<file path="src/rtl/manchester_spi_tx.sv">
// Manchester-encoded serial transmitter with forwarded bit clock,
// optional even parity, inter-frame gap and synchronous abort.
module manchester_spi_tx #(
   parameter int DATA_W     = 8,
   parameter int MSB_FIRST  = 0,
   parameter int PARITY_EN  = 0,
   parameter int GAP_CYCLES = 0
) (
   input  logic              clk,
   input  logic              rst,
   input  logic [DATA_W-1:0] in_data,
   input  logic              in_valid,
   output logic              in_ready,
   input  logic              abort,
   output logic              out,
   output logic              en_out,
   output logic              clk_out,
   output logic              sent
);

   localparam int N  = DATA_W + ((PARITY_EN != 0) ? 1 : 0);
   localparam int CW = $clog2(N + 1);
   localparam logic [CW-1:0] LAST = CW'(N - 1);
   localparam logic [7:0] GAP_LAST = (GAP_CYCLES > 0) ? 8'(GAP_CYCLES - 1) : 8'd0;

   typedef enum logic [1:0] {IDLE, SEND, GAP} state_t;

   state_t          state_q, state_d;
   logic [N-1:0]    sh_q, sh_d;
   logic [CW-1:0]   cnt_q, cnt_d;
   logic            half_q, half_d;
   logic [7:0]      gap_q, gap_d;
   logic            out_d, en_d, clko_d, sent_d, rdy_d;
   logic [N-1:0]    frame;

   // Bit 0 of the shift register is always the bit currently on the line.
   always_comb begin
      frame = '0;
      for (int i = 0; i < DATA_W; i++) begin
         frame[i] = (MSB_FIRST != 0) ? in_data[DATA_W-1-i] : in_data[i];
      end
      if (PARITY_EN != 0) begin
         frame[N-1] = ^in_data;
      end
   end

   always_comb begin
      state_d = state_q;
      sh_d    = sh_q;
      cnt_d   = cnt_q;
      half_d  = half_q;
      gap_d   = gap_q;
      out_d   = 1'b0;
      en_d    = 1'b0;
      clko_d  = 1'b0;
      sent_d  = 1'b0;
      unique case (state_q)
         IDLE: begin
            if (in_valid && in_ready && !abort) begin
               state_d = SEND;
               sh_d    = frame;
               cnt_d   = '0;
               half_d  = 1'b0;
               out_d   = frame[0];
               en_d    = 1'b1;
            end
         end
         SEND: begin
            if (abort) begin
               state_d = IDLE;
               cnt_d   = '0;
               half_d  = 1'b0;
            end else if (!half_q) begin
               half_d = 1'b1;
               out_d  = ~sh_q[0];
               en_d   = 1'b1;
               clko_d = 1'b1;
            end else if (cnt_q == LAST) begin
               sent_d  = 1'b1;
               half_d  = 1'b0;
               cnt_d   = '0;
               gap_d   = '0;
               state_d = (GAP_CYCLES > 0) ? GAP : IDLE;
            end else begin
               cnt_d  = cnt_q + 1'b1;
               sh_d   = sh_q >> 1;
               half_d = 1'b0;
               out_d  = sh_q[1];
               en_d   = 1'b1;
            end
         end
         GAP: begin
            if (abort || gap_q == GAP_LAST) begin
               state_d = IDLE;
               gap_d   = '0;
            end else begin
               gap_d = gap_q + 8'd1;
            end
         end
         default: state_d = IDLE;
      endcase
      rdy_d = (state_d == IDLE);
   end

   always_ff @(posedge clk or posedge rst) begin
      if (rst) begin
         state_q  <= IDLE;
         sh_q     <= '0;
         cnt_q    <= '0;
         half_q   <= 1'b0;
         gap_q    <= '0;
         out      <= 1'b0;
         en_out   <= 1'b0;
         clk_out  <= 1'b0;
         sent     <= 1'b0;
         in_ready <= 1'b0;
      end else begin
         state_q  <= state_d;
         sh_q     <= sh_d;
         cnt_q    <= cnt_d;
         half_q   <= half_d;
         gap_q    <= gap_d;
         out      <= out_d;
         en_out   <= en_d;
         clk_out  <= clko_d;
         sent     <= sent_d;
         in_ready <= rdy_d;
      end
   end

endmodule

</file>
<file path="config.mk">
export PLATFORM = sky130hd
export DESIGN_NAME = manchester_spi_tx
export DESIGN_NICKNAME = d
export VERILOG_FILES = /design/src/rtl/manchester_spi_tx.sv
export SDC_FILE = /design/constraint.sdc
export NUM_CORES = 1
export LEC_CHECK = 0
export CAP_MARGIN = 20
export CORE_UTILIZATION = 40
export CTS_CLUSTER_SIZE = 30
export DETAILED_ROUTE_END_ITERATION = 7
export GPL_TIMING_DRIVEN = 0
export PLACE_DENSITY_LB_ADDON = 0.05
export SLEW_MARGIN = 0
export SYNTH_ARGS = -nofsm -noshare
export SYNTH_HDL_FRONTEND = slang
export SYNTH_SLANG_ARGS = --single-unit
</file>
<file path="constraint.sdc">
create_clock -name clk -period 1.8 [get_ports clk]
set_clock_uncertainty 0.2 [all_clocks]
set_input_delay 0.27 -clock clk [delete_from_list [all_inputs] [get_ports clk]]
set_output_delay 0.27 -clock clk [all_outputs]
set_load 0.1 [all_outputs]
</file>
==> results of run 1 <==
-- how the worst max path moves through the flow --
| stage | endpoint | cells past startpoint | start | slack (ns) |
|---|---|---|---|---|
| 3_5_place_dp | gap_q[4]$_DFFE_PP0P_ | 6 | abort | -0.35 |
| 5_1_grt | gap_q[3]$_DFFE_PP0P_ | 7 | gap_q[0]$_DFFE_PP0P_ | -0.08 |
| 2_1_floorplan | gap_q[2]$_DFFE_PP0P_ | 5 | cnt_q[0]$_DFFE_PP0P_ | 0.02 |
| 4_1_cts | in_ready$_DFF_PP0_ | 8 | gap_q[0]$_DFFE_PP0P_ | 0.0008 |
| 6_report | sh_q[6]$_DFFE_PP0P_ | 6 | cnt_q[1]$_DFFE_PP0P_ | -0.003 |
| 3_3_place_gp | gap_q[4]$_DFFE_PP0P_ | 6 | abort | -0.31 |
-- power by group --
| part | switching (mW) | internal (mW) | total (mW) | leakage (nW) |
|---|---|---|---|---|
| sequential | 0.0594 | 0.707 | 0.767 | 0.354 |
| clock | 0.197 | 0.196 | 0.393 | 0.0288 |
| combinational | 0.219 | 0.185 | 0.404 | 0.514 |
| total | 0.476 | 1.09 | 1.56 | 0.896 |
-- routing by layer --
| metal | vias to the layer above | global-route usage |
|---|---|---|
| met3 | 5 | 0.0274 |
| met5 | - | 0 |
| met2 | 20 | 0.272 |
| met4 | 0 | 0.0785 |
| met1 | 569 | 0.231 |
| li1 | 598 | - |
-- kinds of logic after synthesis --
group           Yosys count  share of synthesized area
flops                    28                      0.476
fa+ha+maj                 3                     0.0255
buf+inv                  13                     0.0459
mux                       9                     0.0621
simple gates             45                      0.172
compound gates           41                      0.201
xor+xnor                  3                     0.0179
-- flip-flops by register name, summed over array words and instances, names as in the netlist --
name      flops
en_out        1
in_ready      1
half_q        1
cnt_q         4
out           1
clk_out       1
gap_q         8
sent          1
sh_q          8
state_q       2
-- layout make-up --
class	count	area [µm²]	area share
Buffer	7	48.8	0.0241
Clock buffer	4	55.1	0.0272
Inverter	6	22.5	0.0111
Multi-Input combinational cell	101	793	0.393
Sequential cell	28	703	0.348
Tap cell	46	57.6	0.0285
Timing Repair Buffer	34	340	0.168
-- metrics by stage --
stage	util	area [µm²]	hold slack [ns]
6_report	0.587	2020	0.0317
5_1_grt	0.587	2020	0.0706
4_1_cts	0.554	1910	0.307
3_5_place_dp	0.491	1690	0.284
3_3_place_gp	0.491	1690	0.281
2_1_floorplan	-	1470	0.135
-- synth_stat cells (2+ instances only) --
master and number:
a21o_1 3, a21oi_1 11, a22o_1 2, a31oi_1 8, buf_2 2, buf_4 2, dfrtp_1 28, ha_1 3
inv_1 6, mux2i_1 8, nand2_1 15, nand3_1 3, nand4_1 2, nor2_1 6, nor3_1 4, nor4_1 2
o21a_1 2, o21ai_0 3, o21ai_1 4, xor2_1 2
-- critical path, delay by kind of cell (launching register included) --
family	cells	cell delay, ns
flops	1	0.42
simple gates	1	0.26
fa+ha+maj	1	0.18
compound gates	3	0.50
buf+inv	1	0.17
-- what timing repair did --
action                     CTS  global route
pin swaps                    5            10
resized for setup           28            16
setup endpoints to repair   23            23
setup buffers               12             4
gates cloned                 1             0
==> results_dict.tcl, run 1 <==
set metrics [dict create \
    yosysWarnings 0 \
    synthToLayoutAreaGrowth_pct 37.3 \
    hold_buffers 0 \
    wl_per_cell_um 13.9 \
    top_layer "met4" \
    grt-ovfl-total 0 \
    clk_latency_ns 0.28 \
    dieArea_um2 3930 \
    netlist_area_um2 1470 \
    async_flop_share 1.00 \
    drc 0 \
    worstPathRequired_ns 1.81 \
    crit_type "reg2reg" \
    die_h_um 62.7 \
    r2r_slack_ns -0.003 \
    cts-buffers-inserted 3 \
    grt_pass1_vias 1130 \
    layout.cells.most_common "dfrtp_1" \
    grtUsageTotal 0.172 \
    ff2ff_path_depth 6 \
    crit_slowest_cell "dfrtp_1" \
    avgSynthCellArea_um2 10.4 \
    antenna_found_initial 0 \
    fin_crit_sh 1.00 \
    initial_core_util 0.427 \
    seq_area_frac_synth 0.476 \
    setup_ws_ns -0.00330 \
    vias 1192 \
    ys_ff_latch 28 \
    ys_types 46 \
    placed_cells 204 \
    r2r-start "cnt_q[1]$_DFFE_PP0P_" \
    setup_viol 2 \
    power_density_nw_per_um2 774 \
    antennaDiodeCount 0 \
    status "finished, violations left" \
    synth.largest_area_cell "dfrtp_1" \
    wl_met1_um 1540 \
    worstMarginPinSlew_ns 0.547 \
    arrival_ns 1.81 \
    globalplace.congestion 0.753 \
    layout-drive-gt1-share 0.333 \
    yosys.area.top_type_share 0.476 \
    path_clk_slew_ns 0.09 \
    io_buffers 16 \
    ant_nets 0 \
    synth_flop_cell "dfrtp_1" \
    maxSlewHeadroom 0.637 \
    report.final.slew_viol_count 0 \
    hold_class "in2async" \
    timing.rr.end "sh_q[6]$_DFFE_PP0P_" \
    hpwlAfterDp_um 1960 \
    dp_worst_setup_slack_ns -0.353 \
    clockBufferDepth 2 \
    endpoint_kind "register" \
    cp-start-kind "register" \
    crit_chain "ha_4, and3b_2, o22ai_4, buf_6, a21oi_2, a31oi_1" \
    violations "negative setup slack" \
    crit_fanout 8 \
    synthTopCellsByArea "dfrtp_1 (48%), mux2i_1 (5.4%), nand2_1 (3.8%), a21oi_1 (3.7%), a31oi_1 (3.4%)" \
    p_total_mw 1.56 \
    dr.pass1.iters 4 \
    hold_viol 0 \
    fin_cells 226 \
    root_buffer "clkbuf_8" \
    rows 21 \
    synth_edf_count 0 \
    synth_fp_nets 157 \
    max-cap-violations 0 \
    cts.sinks 28 \
    ios 17 \
    grt_pass1_wl_um 5300 \
    wl_met2_um 1460 \
    postSynthCellCount 142 \
    fin_nets 196 \
    wl_met3_um 69 \
    cts_tree "done" \
    max_stage_delay_ns 0.42 \
    fmax_mhz 555 \
    fp.dieW_um 62.7 \
    grt_max_degree 29 \
    core_um2 3440 \
    cts_htree_levels 1 \
    nFillCells 305 \
    most-common-layout-cells "dfrtp_1 (26), nand2_1 (13), buf_4 (13)" \
    wl_um 3130 \
    period_minus_slack_ns 1.80 \
    via_per_inst 5.27 \
    first_iter_violations 45 \
    ir_worst_vdd_mv 0.350 \
    setup_tns_ns -0.00411 \
    rsz0062_at_grt "yes" \
    leakage_nw 0.896 \
]
No activity file was read; power rests on OpenSTA's default activity.
==> inputs of run 2 (changes only) <==
--- a/config.mk
+++ b/config.mk
@@ -9,7 +9,6 @@
 export CORE_UTILIZATION = 40
 export CTS_CLUSTER_SIZE = 30
 export DETAILED_ROUTE_END_ITERATION = 7
-export GPL_TIMING_DRIVEN = 0
 export PLACE_DENSITY_LB_ADDON = 0.05
 export SLEW_MARGIN = 0
 export SYNTH_ARGS = -nofsm -noshare
==> results_dict.tcl, run 2 (synthesis results as in run 1) <==
set metrics [dict create \
    status "finished, final reports clean" \
    period_minus_slack_ns 1.80 \
    grt_pass1_wl_um 5370 \
    drc 0 \
    arrival_ns 1.76 \
    grt_max_degree 18 \
    ios 17 \
    initial_core_util 0.427 \
    cts_tree "done" \
    placed_cells 229 \
    hold_viol 0 \
    path_delay_family "compound AO/OA/AOI/OAI gates" \
    rsz0062_at_grt "yes" \
    setup_ws_ns 0.00338 \
    report.final.slew_viol_count 0 \
    antennaDiodeCount 0 \
    crit_fanout 6 \
    leakage_nw 0.984 \
    wl_met1_um 1510 \
    rows 21 \
    wl_per_cell_um 13.2 \
    fp.dieW_um 62.7 \
    layout-drive-gt1-share 0.352 \
    clockBufferDepth 2 \
    cts.sinks 28 \
    grt-ovfl-total 0 \
    wl_met3_um 79 \
    max-cap-violations 0 \
    maxSlewHeadroom 0.756 \
    worstMarginPinSlew_ns 0.362 \
    synthToLayoutAreaGrowth_pct 44.2 \
    io_buffers 16 \
    path_clk_slew_ns 0.10 \
    top_layer "met4" \
    cp.buffers_inverters 2 \
    power_density_nw_per_um2 795 \
    grtUsageTotal 0.174 \
    die_h_um 62.7 \
    clk_latency_ns 0.27 \
    worstPathRequired_ns 1.77 \
    via_per_inst 5.24 \
    first_iter_violations 33 \
    endpoint_kind "register" \
    wl_met2_um 1540 \
    top_regs "gap_q x8, sh_q x8, cnt_q x4" \
    grt_pass1_vias 1219 \
    most-common-layout-cells "buf_4 (34), dfrtp_1 (26), nand2_1 (15)" \
    crit_slowest_cell "dfrtp_1" \
    core_um2 3440 \
    wl_um 3140 \
    crit_type "reg2reg" \
    fin_crit_sh 0.998 \
    cts_htree_levels 1 \
    ant_nets 0 \
    fmax_mhz 557 \
    dp_worst_setup_slack_ns -0.212 \
    dieArea_um2 3930 \
    hpwlAfterDp_um 2300 \
    cts-buffers-inserted 3 \
    p_total_mw 1.69 \
    crit_chain "inv_2, ha_4, nor4b_4, a2111oi_4, buf_6, a21o_1, a22o_2" \
    fin_cells 239 \
    hold_buffers 0 \
    globalplace.congestion 0.789 \
    hold_class "in2async" \
    ir_worst_vdd_mv 0.416 \
    vias 1252 \
    root_buffer "clkbuf_8" \
    setup_viol 0 \
    max_stage_delay_ns 0.41 \
    layout.cells.most_common "buf_4" \
    fin_nets 209 \
    antenna_found_initial 0 \
    cp-start-kind "register" \
    dr.pass1.iters 4 \
]
==> run 2: changes by cell type in the layout (fill, tap and decap cells not counted), moves of 2 or more <==
cell	delta
nand2_2	-2
a21oi_1	+4
a21oi_2	-4
buf_2	-2
buf_4	+21
nand2_1	+2
buf_12	+5
buf_6	-4
clkdlybuf4s15_2	-5
==> run 2: cell type report <==
| class | count | area (µm²) |
|---|---|---|
| fill | 298 | 1320 |
| clock buffer | 3 | 41.3 |
| sequential | 28 | 703 |
| timing repair buffer | 54 | 504 |
| tap | 46 | 57.6 |
| clock inverter | 1 | 30.0 |
| multi-input combinational | 101 | 763 |
| inverter | 6 | 22.5 |
==> run 2: per-layer routing <==
layer / up-vias / global-route usage
met1: 606 / 0.230
met4: 0 / 0.0523
met2: 19 / 0.292
met3: 2 / 0.0274
li1: 625 / -
met5: - / 0
==> run 2: repair_timing <==
item                       4_1_cts  5_1_grt
pin swaps                        5        7
buffers inserted                 4        2
resized for setup                8        7
gates cloned                     1        0
setup endpoints to repair        6       19
hold endpoints to repair         0        0
==> run 2: stage by stage <==
step                      utilization  setup TNS [ns]  cell area, µm²  hold WS (ns)
after floorplan                     -               0            1470         0.135
after global placement          0.562           -1.53            1940         0.278
after detailed placement        0.562           -1.78            1940         0.287
after CTS                       0.599               0            2060        0.0593
after global routing            0.617          -0.214            2120        0.0877
final                           0.617               0            2120        0.0518
==> run 2: path summary, 6_finish.rpt <==
check,startpoint,endpoint,slack [ns],depth (start not counted)
worst min register to register,sh_q[7]$_DFFE_PP0P_,sh_q[7]$_DFFE_PP0P_,0.31,1
worst max register to register,gap_q[1]$_DFFE_PP0P_,gap_q[3]$_DFFE_PP0P_,0.003,7
max in group asynchronous,rst,sh_q[7]$_DFFE_PP0P_,0.86,3
min in group clk,sh_q[7]$_DFFE_PP0P_,sh_q[7]$_DFFE_PP0P_,0.31,1
worst max-delay path,gap_q[1]$_DFFE_PP0P_,gap_q[3]$_DFFE_PP0P_,0.003,7
worst min-delay path,rst,gap_q[1]$_DFFE_PP0P_,0.05,2
==> run 2: power by group <==
group,switching (mW),internal (mW)
logic,0.210,0.214
clock network,0.197,0.298
registers,0.0614,0.707
total,0.468,1.22
==> inputs of run 3 (changes only) <==
--- a/config.mk
+++ b/config.mk
@@ -9,8 +9,8 @@
 export CORE_UTILIZATION = 40
 export CTS_CLUSTER_SIZE = 30
 export DETAILED_ROUTE_END_ITERATION = 7
+export GPL_TIMING_DRIVEN = 0
 export PLACE_DENSITY_LB_ADDON = 0.05
-export SLEW_MARGIN = 0
 export SYNTH_ARGS = -nofsm -noshare
 export SYNTH_HDL_FRONTEND = slang
 export SYNTH_SLANG_ARGS = --single-unit
==> constraint.sdc (replaced) <==
create_clock -name clk -period 1.6 [get_ports clk]
set_clock_uncertainty 0.2 [all_clocks]
set_input_delay 0.24 -clock clk [delete_from_list [all_inputs] [get_ports clk]]
set_output_delay 0.24 -clock clk [all_outputs]
set_load 0.1 [all_outputs]
==> results_dict.tcl, run 3 (synthesis results as in run 1) <==
set metrics [dict create \
    layout.cells.most_common "dfrtp_1" \
    cts-buffers-inserted 3 \
    fp.dieW_um 62.7 \
    globalplace.congestion 0.724 \
    comb_power_share 0.288 \
    cts_htree_levels 1 \
    crit_chain "inv_2, ha_4, nor4b_4, a2111oi_4, buf_4, a21o_1, a22o_2" \
    setup_ws_ns -0.179 \
    most-common-layout-cells "dfrtp_1 (26), buf_4 (19), nand2_1 (14)" \
    setup_viol 20 \
    io_buffers 16 \
    grt_max_degree 29 \
    path_clk_slew_ns 0.09 \
    grt_pass1_vias 1195 \
    arrival_ns 1.74 \
    grtUsageTotal 0.172 \
    switching_share 0.309 \
    fmax_mhz 562 \
    first_iter_violations 46 \
    crit_slowest_cell "dfrtp_1" \
    report.final.slew_viol_count 0 \
    drc 0 \
    crit_type "reg2reg" \
    p_clk_frac 0.222 \
    via_per_inst 5.25 \
    status "finished, violations left" \
    hold_buffers 0 \
    power_density_nw_per_um2 852 \
    violations "negative setup slack" \
    period_minus_slack_ns 1.78 \
    cts_tree "done" \
    cp-startpoint "gap_q[0]$_DFFE_PP0P_" \
    stdcell_area_um2 2070 \
    wl_per_cell_um 13.9 \
    dieArea_um2 3930 \
    fin_crit_sh 1.11 \
    ff2ff_path_depth 7 \
    rsz0062_at_grt "yes" \
    ir_worst_vdd_mv 0.435 \
    worstPathRequired_ns 1.56 \
    clockBufferDepth 2 \
    crit_cells 7 \
    max_stage_delay_ns 0.40 \
    leakage_nw 0.934 \
    cts.sinks 28 \
    ios 17 \
    regArea_um2 706 \
    hpwlAfterDp_um 2010 \
    synthToLayoutAreaGrowth_pct 40.5 \
    power_frac_seq 0.490 \
    grt-ovfl-total 0 \
    root_buffer "clkbuf_8" \
    path_delay_family "compound AO/OA/AOI/OAI gates" \
    core_um2 3440 \
    nFillCells 310 \
    top_regs "gap_q x8, sh_q x8, cnt_q x4" \
    die_h_um 62.7 \
    p_int_mw 1.22 \
    fin_nets 202 \
    cp.buffers_inverters 2 \
    rows 21 \
    crit_fanout 3 \
    maxSlewHeadroom 0.603 \
    setup_tns_ns -1.90 \
    endpoint_kind "register" \
    power_switching_mw 0.543 \
    hold_class "in2async" \
    r2r-start "gap_q[0]$_DFFE_PP0P_" \
    antennaDiodeCount 0 \
    wl_um 3220 \
    multiInputGateArea_um2 828 \
    antenna_found_initial 0 \
    dp_worst_setup_slack_ns -0.509 \
    worstMarginPinSlew_ns 0.595 \
    grt_pass1_wl_um 5400 \
    hold_viol 0 \
    vias 1217 \
    cp-start-kind "register" \
    max-cap-violations 0 \
    initial_core_util 0.427 \
    place_area_um2 1750 \
    dr.pass1.iters 4 \
    layout-drive-gt1-share 0.398 \
    clk_latency_ns 0.27 \
    ant_nets 0 \
]
-- run 3: per-stage QoR --
stage,instances,hold slack (ns),power (mW),util
2_1_floorplan,142,0.105,1.16,-
4_1_cts,221,0.208,1.72,0.564
3_5_place_dp,204,0.313,1.27,0.509
5_1_grt,232,0.204,1.87,0.601
6_report,232,0.179,1.76,0.601
3_3_place_gp,204,0.293,1.25,0.509
-- run 3: worst register-to-register path, stage by stage, from the launching register on --
cell	delay [ns]
dfrtp_1	0.40
inv_2	0.08
ha_4	0.13
nor4b_4	0.23
a2111oi_4	0.13
buf_4	0.16
a21o_1	0.14
a22o_2	0.19
-- run 3: final cells by class --
cell class / count / share of cell area
flip-flops and latches: 28 / 0.341
plain buffers: 7 / 0.0303
clock buffers: 4 / 0.0218
inverters: 6 / 0.0127
repair buffers: 40 / 0.165
multi-input cells: 101 / 0.401
well taps: 46 / 0.0278
-- run 3: power groups by stage --
stage	sequential, mW	combinational, mW	clock (mW)
floorplan	0.920	0.241	0
global placement	0.871	0.383	0
detailed placement	0.873	0.394	0
CTS	0.862	0.454	0.408
global route	0.874	0.553	0.445
finish	0.862	0.508	0.391
-- run 3: timing repair --
item | CTS | global route
buffers inserted | 11 | 11
endpoints found under the setup margin | 31 | 30
gates cloned | 2 | 0
pin swaps | 10 | 10
gates resized for setup | 34 | 21
-- run 3: final timing paths --
kind	slack (ns)	endpoint
setup / recovery	-0.18	gap_q[3]$_DFFE_PP0P_
hold / removal	0.18	sh_q[1]$_DFFE_PP0P_
setup reg to reg	-0.18	gap_q[3]$_DFFE_PP0P_
hold reg to reg	0.33	sh_q[7]$_DFFE_PP0P_
max in group asynchronous	0.64	in_ready$_DFF_PP0_
min in group clk	0.20	state_q[0]$_DFF_PP0_
-- run 3: per-layer routing --
| layer | GRT usage | part of all wire | wire length (µm) | vias up |
|---|---|---|---|---|
| met2 | 0.296 | 0.50 | 1620 | 24 |
| met5 | 0 | 0 | 0 | - |
| li1 | - | - | - | 605 |
| met1 | 0.226 | 0.47 | 1500 | 586 |
| met3 | 0.0201 | 0.027 | 88 | 2 |
| met4 | 0.0494 | 0.0037 | 12 | 0 |
